<file path="src/rtl/regfile_wb_arbiter.sv">
`default_nettype none
// ============================================================================
// Module   : regfile_wb_arbiter
// Purpose  : Arbitrates the ALU and load write-back paths onto the single
//            register-file write port, with registered write outputs.
// Revision : 1.0 - initial release
// ============================================================================
module regfile_wb_arbiter #(
    parameter int PRIORITY_MEM = 1,
    parameter int STARVE_LIMIT = 3
) (
    input  logic        clock,
    input  logic        reset,
    input  logic        alu_valid,
    input  logic [4:0]  alu_addr,
    input  logic [31:0] alu_data,
    output logic        alu_ready,
    input  logic        mem_valid,
    input  logic [4:0]  mem_addr,
    input  logic [31:0] mem_data,
    output logic        mem_ready,
    output logic        write_enable,
    output logic [4:0]  address_d,
    output logic [31:0] data_dval,
    output logic [3:0]  alu_starve_cnt
);

    localparam logic       c_grant_alu    = 1'b0;
    localparam logic       c_grant_mem    = 1'b1;
    localparam logic [3:0] c_starve_limit = 4'(STARVE_LIMIT);

    logic        r_last_grant;
    logic [3:0]  r_alu_starve_cnt;
    logic        r_write_enable;
    logic [4:0]  r_address_d;
    logic [31:0] r_data_dval;

    logic        w_grant_alu;
    logic        w_grant_mem;
    logic        w_xfer;
    logic [4:0]  w_sel_addr;
    logic [31:0] w_sel_data;

    // Grant depends only on the valids and internal state, never on addr/data.
    always_comb begin
        w_grant_alu = 1'b0;
        w_grant_mem = 1'b0;
        if (!reset) begin
            if (alu_valid && !mem_valid) begin
                w_grant_alu = 1'b1;
            end else if (mem_valid && !alu_valid) begin
                w_grant_mem = 1'b1;
            end else if (alu_valid && mem_valid) begin
                if (PRIORITY_MEM != 0) begin
                    if (r_alu_starve_cnt == c_starve_limit) begin
                        w_grant_alu = 1'b1;
                    end else begin
                        w_grant_mem = 1'b1;
                    end
                end else begin
                    if (r_last_grant == c_grant_mem) begin
                        w_grant_alu = 1'b1;
                    end else begin
                        w_grant_mem = 1'b1;
                    end
                end
            end
        end
    end

    assign alu_ready  = w_grant_alu;
    assign mem_ready  = w_grant_mem;
    assign w_xfer     = w_grant_alu | w_grant_mem;
    assign w_sel_addr = w_grant_alu ? alu_addr : mem_addr;
    assign w_sel_data = w_grant_alu ? alu_data : mem_data;

    generate
        if (PRIORITY_MEM != 0) begin : g_fixed_prio
            always_ff @(posedge clock) begin
                if (reset) begin
                    r_alu_starve_cnt <= 4'd0;
                end else if (!alu_valid || w_grant_alu) begin
                    r_alu_starve_cnt <= 4'd0;
                end else if (w_grant_mem && (r_alu_starve_cnt != c_starve_limit)) begin
                    r_alu_starve_cnt <= r_alu_starve_cnt + 4'd1;
                end
            end
        end else begin : g_round_robin
            always_ff @(posedge clock) begin
                r_alu_starve_cnt <= 4'd0;
            end
        end
    endgenerate

    always_ff @(posedge clock) begin
        if (reset) begin
            r_last_grant <= c_grant_mem;
        end else if (w_xfer) begin
            r_last_grant <= w_grant_alu ? c_grant_alu : c_grant_mem;
        end
    end

    // Writes to $0 are accepted but never reach the register file.
    always_ff @(posedge clock) begin
        if (reset) begin
            r_write_enable <= 1'b0;
            r_address_d    <= 5'd0;
            r_data_dval    <= 32'd0;
        end else if (w_xfer && (w_sel_addr != 5'd0)) begin
            r_write_enable <= 1'b1;
            r_address_d    <= w_sel_addr;
            r_data_dval    <= w_sel_data;
        end else begin
            r_write_enable <= 1'b0;
        end
    end

    assign write_enable   = r_write_enable;
    assign address_d      = r_address_d;
    assign data_dval      = r_data_dval;
    assign alu_starve_cnt = r_alu_starve_cnt;

endmodule
`default_nettype wire
</file>
<file path="config.mk">
export PLATFORM = sky130hd
export DESIGN_NAME = regfile_wb_arbiter
export DESIGN_NICKNAME = d
export VERILOG_FILES = /design/src/rtl/regfile_wb_arbiter.sv
export SDC_FILE = /design/constraint.sdc
export NUM_CORES = 1
export LEC_CHECK = 0
export CORE_ASPECT_RATIO = 1.1
export CORE_MARGIN = 5
export CORE_UTILIZATION = 30
export CTS_CLUSTER_SIZE = 8
export DETAILED_ROUTE_END_ITERATION = 16
export GPL_TIMING_DRIVEN = 0
export PLACE_DENSITY = 0.64
export RECOVER_POWER = 25
export SLEW_MARGIN = 20
export SYNTH_ARGS = -nofsm -noshare
export SYNTH_HDL_FRONTEND = slang
export SYNTH_SLANG_ARGS = --single-unit
</file>
<file path="constraint.sdc">
create_clock -name clock -period 3.01 [get_ports clock]
set_input_delay 0.903 -clock clock [delete_from_list [all_inputs] [get_ports clock]]
set_output_delay 0.903 -clock clock [all_outputs]
set_load 0.01 [all_outputs]
</file>
==> results of run 1 <==
state kept, by name, indices dropped and copies added, names as in the netlist:
signal          cells
data_dval          32
address_d           5
alu_starve_cnt      4
write_enable        1
routing by layer:
metal	up-vias	share of wire [%]	wire length, um
li1	948	-	-
met1	828	39	2251
met2	73	51	2895
met3	4	9.4	535
met4	0	0.54	31
met5	-	0	0
cells in the final DEF (no fill, tap or decap), drive strengths merged, types with 2 or more instances in the layout:
| master | count |
|---|---|
| clkbuf | 12 |
| buf | 11 |
| o22ai | 2 |
| clkdlybuf4s50 | 99 |
| dlygate4sd2 | 2 |
| a21oi | 3 |
| mux2i | 70 |
| dfxtp | 42 |
| nand2b | 37 |
| nand2 | 3 |
| a311oi | 3 |
| nor3b | 2 |
| dlygate4sd3 | 17 |
| nor2 | 6 |
| inv | 2 |
| nor3 | 2 |
timing repair:
action,4_1_cts,5_1_grt
setup buffers,1,0
setup endpoints to repair,2,2
gates resized for setup,11,5
cells by family (layout without fill, tap and decap cells):
kind of cell | after synthesis | count (layout)
flip-flops | 42 | 42
buffers and inverters | 15 | 145
multiplexers | 70 | 70
AO/OA/AOI/OAI | 11 | 11
XOR/XNOR | 2 | 2
adder cells (fa/ha/maj) | 1 | 1
AND/OR/NAND/NOR | 57 | 57
cells in the mapped netlist, drive strengths merged:
cell,count,area [um2]
clkbuf,4,15.01
a211oi,1,7.510
a21oi,3,15.01
nor2b,1,6.260
a311oi,3,26.28
nand2b,37,231.5
dfxtp,42,840.8
or3b,1,11.26
buf,9,117.6
inv,2,7.500
nor4,1,6.260
nand2,3,11.26
o22ai,2,12.51
nor2,6,22.52
nand4,1,6.260
nor3,2,10.01
xnor2,1,8.760
nor3b,2,15.01
xor2,1,8.760
ha,1,12.51
a21boi,1,11.26
nand3,1,5.000
o211ai,1,7.510
and3,1,6.260
mux2i,70,700.7
nand3b,1,7.510
critical path: cells and delay by family:
kind                   cells  cell delay (ns)
AO/OA/AOI/OAI              1             0.29
buffers and inverters      3             0.74
metrics by stage:
step	setup TNS, ns	util, %
floorplan	0	-
global placement	-1.207	49.50
detailed placement	-1.187	49.50
CTS	0	51.11
global route	0	51.20
finish	0	51.20
where the power goes:
group	internal, mW	total (mW)	switching, mW
clock	0.248	0.428	0.180
sequential	0.610	0.636	0.0258
combinational	0.248	0.388	0.140
cell type report:
type / instances / share of cell area, %
inverters: 2 / 0.2105
clock buffers: 7 / 2.140
well taps: 85 / 2.981
flip-flops and latches: 42 / 23.57
plain buffers: 13 / 3.753
clock inverters: 1 / 0.8418
repair buffers: 122 / 34.06
multi-input cells: 141 / 32.44
final timing paths:
| check | slack [ns] | start | depth (start not counted) | endpoint |
|---|---|---|---|---|
| max | 0.18 | reset | 4 | mem_ready |
| min | 0.47 | alu_starve_cnt[0] | 1 | alu_starve_cnt[0] |
| max reg2reg | 0.86 | alu_starve_cnt[0] | 8 | data_dval[24] |
| min reg2reg | 0.47 | alu_starve_cnt[0] | 1 | alu_starve_cnt[0] |
==> results.cfg, run 1 <==
[sta]
min_period_ns = 2.829
skew_ns = 0.004810
setup_slack_ns = 0.1810
setup_viol = 0
hold_ws_ns = 0.4728
rsz0062_at_grt = false
post-route-period-util_pct = 93.99
drv_slew = 0
hold_viol = 0
max_slew_margin_pct = 74.55
worst_slew_pin_slew_ns = 0.3817
fmax_mhz = 353.5

[worst_setup_path]
max_stage_delay_ns = 0.33
critPathRequiredTime_ns = 2.11
cp.arrival_ns = 1.93
crit_path_max_fanout = 10
crit_top_cell = clkbuf_2
crit_path_end_kind = output port
slowest_stage = dlygate4sd2_1
critPathKind = in -> out
cp_cell_sequence = dlygate4sd2_1 > clkbuf_2 > a311oi_1 > clkbuf_2
cp-start-kind = primary input

[synthesis]
synth_area_um2 = 2131
synthCells = 198
synth_compound_gate_area_share_pct = 3.758
syn_avg_cell_area_um2 = 10.76
synth.yosys.seq_area_share_pct = 39.46
synth-xor-area-share_pct = 0.8221
synth_fa_ha_area_share_pct = 0.5872
synth_mux_area_share_pct = 32.88
ys_ff_latch = 42
synthesis.nets = 277
yosys_warnings = 0
synth_top_family_by_area = multiplexers
synth_cell_types = 30
synthSimpleGateAreaFrac_pct = 15.91

[layout]
fin_nets = 406
stdcell_count = 413
multi_input_area_um2 = 1157
nFillCells = 692
num_antenna_cells = 0
regArea_um2 = 840.8
syn_to_final_growth_pct = 67.41
design_area_um2 = 3567
drive_gt1_share_pct = 7.012

[die]
initial_core_util_pct = 30.59
core_area_um2 = 6967
die_area_um2 = 8890
placementRows = 32
ios = 122
die_w_um = 90.36
die_h_um = 98.39

[pwr]
peakVddDrop_mv = 0.2279
power.total_mw = 1.452
power_density_nw_per_um2 = 406.9
p_leak_nw = 1.471

[routing]
drc = 0
ant_nets = 0
viasPerCell = 4.487
drt-total-wl_um = 5714
firstDrtPassIters = 4
wl_per_cell_um = 13.84
vias = 1853
drtIter0Drc = 22

[place]
dpl.hpwl_um = 4559
placed_area_um2 = 3448
portBuffers = 121
dpl_worst_slack_ns = -0.6598
gp_congestion = 0.7627
dp.cells = 404

[grt]
grt_pass1_wl_um = 9259
grt_use_met3_pct = 5.470
grtUsageMet2_pct = 22.58
grt-ovfl-total = 0
grt_max_degree = 13
grt_usage_pct = 12.52
grt_antenna_before_repair = 0
use_met1_pct = 13.78
gr-max-usage-layer = met2
first_global_vias = 1931

[cts]
cts_tree = yes
root_buffer = clkbuf_8
cts_inserted_buffers = 5
clk_latency_ns = 0.28
numClockSinks = 42
ctsHtreeMaxLevel = 2
cts_buffer_depth = 2
cts-hold-fix-buffers = 0
clkTransAtPathRegs_ns = 0.07

[min_path]
hold_class = reg -> reg

[run]
cap_violations = 0

[outcome]
status = complete, no violations
(Power assumes the default switching activity.)
==> run 2: changes to the inputs <==
--- a/config.mk
+++ b/config.mk
@@ -11,7 +11,7 @@
 export CTS_CLUSTER_SIZE = 8
 export DETAILED_ROUTE_END_ITERATION = 16
 export GPL_TIMING_DRIVEN = 0
-export PLACE_DENSITY = 0.64
+export PLACE_DENSITY = 0.66
 export RECOVER_POWER = 25
 export SLEW_MARGIN = 20
 export SYNTH_ARGS = -nofsm -noshare
==> constraint.sdc (replaced) <==
create_clock -name clock -period 2.5 [get_ports clock]
set_input_delay 0.75 -clock clock [delete_from_list [all_inputs] [get_ports clock]]
set_output_delay 0.75 -clock clock [all_outputs]
set_load 0.01 [all_outputs]
==> run 2 against run 1 <==
  * Combinational power increased by 21%
  * Setup slack got worse by 0.064 ns
  * Hold slack got worse by 0.0012 ns
  * Final area decreased by 0.14%
  * Register-to-register slack got worse by 0.56 ns
  * Global-route usage increased by 0.48 points
  * Critical endpoint is now alu_ready
  * Largest power group unchanged
==> results.cfg, run 2 (synthesized netlist as in run 1, its figures left out) <==
[routing]
drc = 0
wl_per_cell_um = 14.00
firstDrtPassIters = 4
ant_nets = 0
vias = 1901
drt-total-wl_um = 5783
drtIter0Drc = 54
viasPerCell = 4.603

[layout]
drive_gt1_share_pct = 8.841
fin_nets = 406
multi_input_area_um2 = 1176
regArea_um2 = 843.3
num_antenna_cells = 0
final_common_cell = clkdlybuf4s50_1
syn_to_final_growth_pct = 67.18
mostFrequentLayoutCells = clkdlybuf4s50_1 (100), mux2i_1 (70), dfxtp_1 (40), nand2b_1 (37), dlygate4sd3_1 (16)
largest_reg_flops = 32
stdcell_count = 413
final_util_pct = 51.13
nFillCells = 687

[run]
cap_violations = 0

[sta]
hold_ws_ns = 0.4716
setup_slack_ns = 0.1168
hold_viol = 0
min_period_ns = 2.383
post-route-period-util_pct = 95.33
max_slew_margin_pct = 73.90
fmax_mhz = 419.6
skew_ns = 0.007097
worst_slew_pin_slew_ns = 0.3915
setup_viol = 0
drv_slew = 0
rsz0062_at_grt = false

[die]
placementRows = 32
die_w_um = 90.36
core_area_um2 = 6967
initial_core_util_pct = 30.59
die_h_um = 98.39
die_area_um2 = 8890
ios = 122

[worst_setup_path]
cp.arrival_ns = 1.63
cp-start-kind = flop
cp_cell_sequence = ha_4 > or3b_4 > a21boi_2 > buf_6 > buf_6
slowest_stage = or3b_4
crit_path_max_fanout = 4
max_stage_delay_ns = 0.41
crit_top_cell = buf_6
crit_path_end_kind = output port
critPathKind = reg -> out
critPathRequiredTime_ns = 1.75

[place]
dp.cells = 404
portBuffers = 121
dpl.hpwl_um = 4573
gp_congestion = 0.7345
dpl_worst_slack_ns = -0.8595

[cts]
cts_buffer_depth = 2
root_buffer = clkbuf_8
ctsHtreeMaxLevel = 2
cts_tree = yes
clk_latency_ns = 0.29
clkTransAtPathRegs_ns = 0.08
cts_inserted_buffers = 5
numClockSinks = 42

[pwr]
p_seq_share_pct = 45.4
p_switching_mw = 0.4284
power.total_mw = 1.684
clkPwrFrac_pct = 26.7
p_leak_nw = 1.455
power_density_nw_per_um2 = 472.8
peakVddDrop_mv = 0.2103
p_int_mw = 1.256
p_comb_share_pct = 27.8
p_sw_share_pct = 25.43

[grt]
grt_max_degree = 13
first_global_vias = 1963
grt_antenna_before_repair = 0
grt_usage_pct = 13.00
grt_pass1_wl_um = 9466
grt-ovfl-total = 0

[min_path]
hold_class = reg -> reg

[outcome]
status = complete, no violations
## run 2: path summary, 6_finish.rpt
| kind | startpoint | end | slack [ns] | depth (start not counted) |
|---|---|---|---|---|
| max | alu_starve_cnt[0] | alu_ready | 0.12 | 5 |
| min | data_dval[3] | data_dval[3] | 0.47 | 2 |
| max reg2reg | alu_starve_cnt[0] | data_dval[30] | 0.30 | 8 |
| min reg2reg | data_dval[3] | data_dval[3] | 0.47 | 2 |
## run 2: per-layer routing
metal / vias up / global-route usage, % / wire [um]
li1: 954 / - / -
met1: 870 / 14.96 / 2281
met2: 69 / 22.18 / 2916
met3: 8 / 5.162 / 501
met4: 0 / 3.895 / 83
met5: - / 0 / 0
## run 2: power groups by stage
stage	clock, mW	sequential (mW)	combinational [mW]
6_report	0.450	0.765	0.469
5_1_grt	0.498	0.775	0.507
4_1_cts	0.472	0.767	0.490
3_5_place_dp	0	0.781	0.486
3_3_place_gp	0	0.779	0.482
2_1_floorplan	0	0.812	0.162
## run 2: cell type report
type	count	area share [%]
Timing Repair Buffer	123	34.11
Multi-Input combinational cell	141	33.02
Sequential cell	42	23.67
Buffer	12	3.442
Tap cell	85	2.986
Clock buffer	7	2.424
Inverter	2	0.2107
Clock inverter	1	0.1405
## run 2: what timing repair did
item,4_1_cts,5_1_grt
hold buffers,0,0
setup endpoints to repair,2,21
buffers inserted,3,0
gates resized for setup,20,6
gates cloned,0,0
## run 2: critical path: cells and delay by family (launching register included)
| kind | cells | cell delay (ns) |
|---|---|---|
| DFF | 1 | 0.38 |
| AOI/OAI and AO/OA | 1 | 0.16 |
| buffers and inverters | 2 | 0.21 |
| adders and majority gates | 1 | 0.17 |
| and+or+nand+nor | 1 | 0.41 |
## run 2: per-stage QoR
stage / setup TNS, ns / area [um2]
6_report: 0 / 3562
5_1_grt: 0 / 3562
4_1_cts: 0 / 3561
3_5_place_dp: -3.949 / 3448
3_3_place_gp: -3.437 / 3448
2_1_floorplan: 0 / 2131
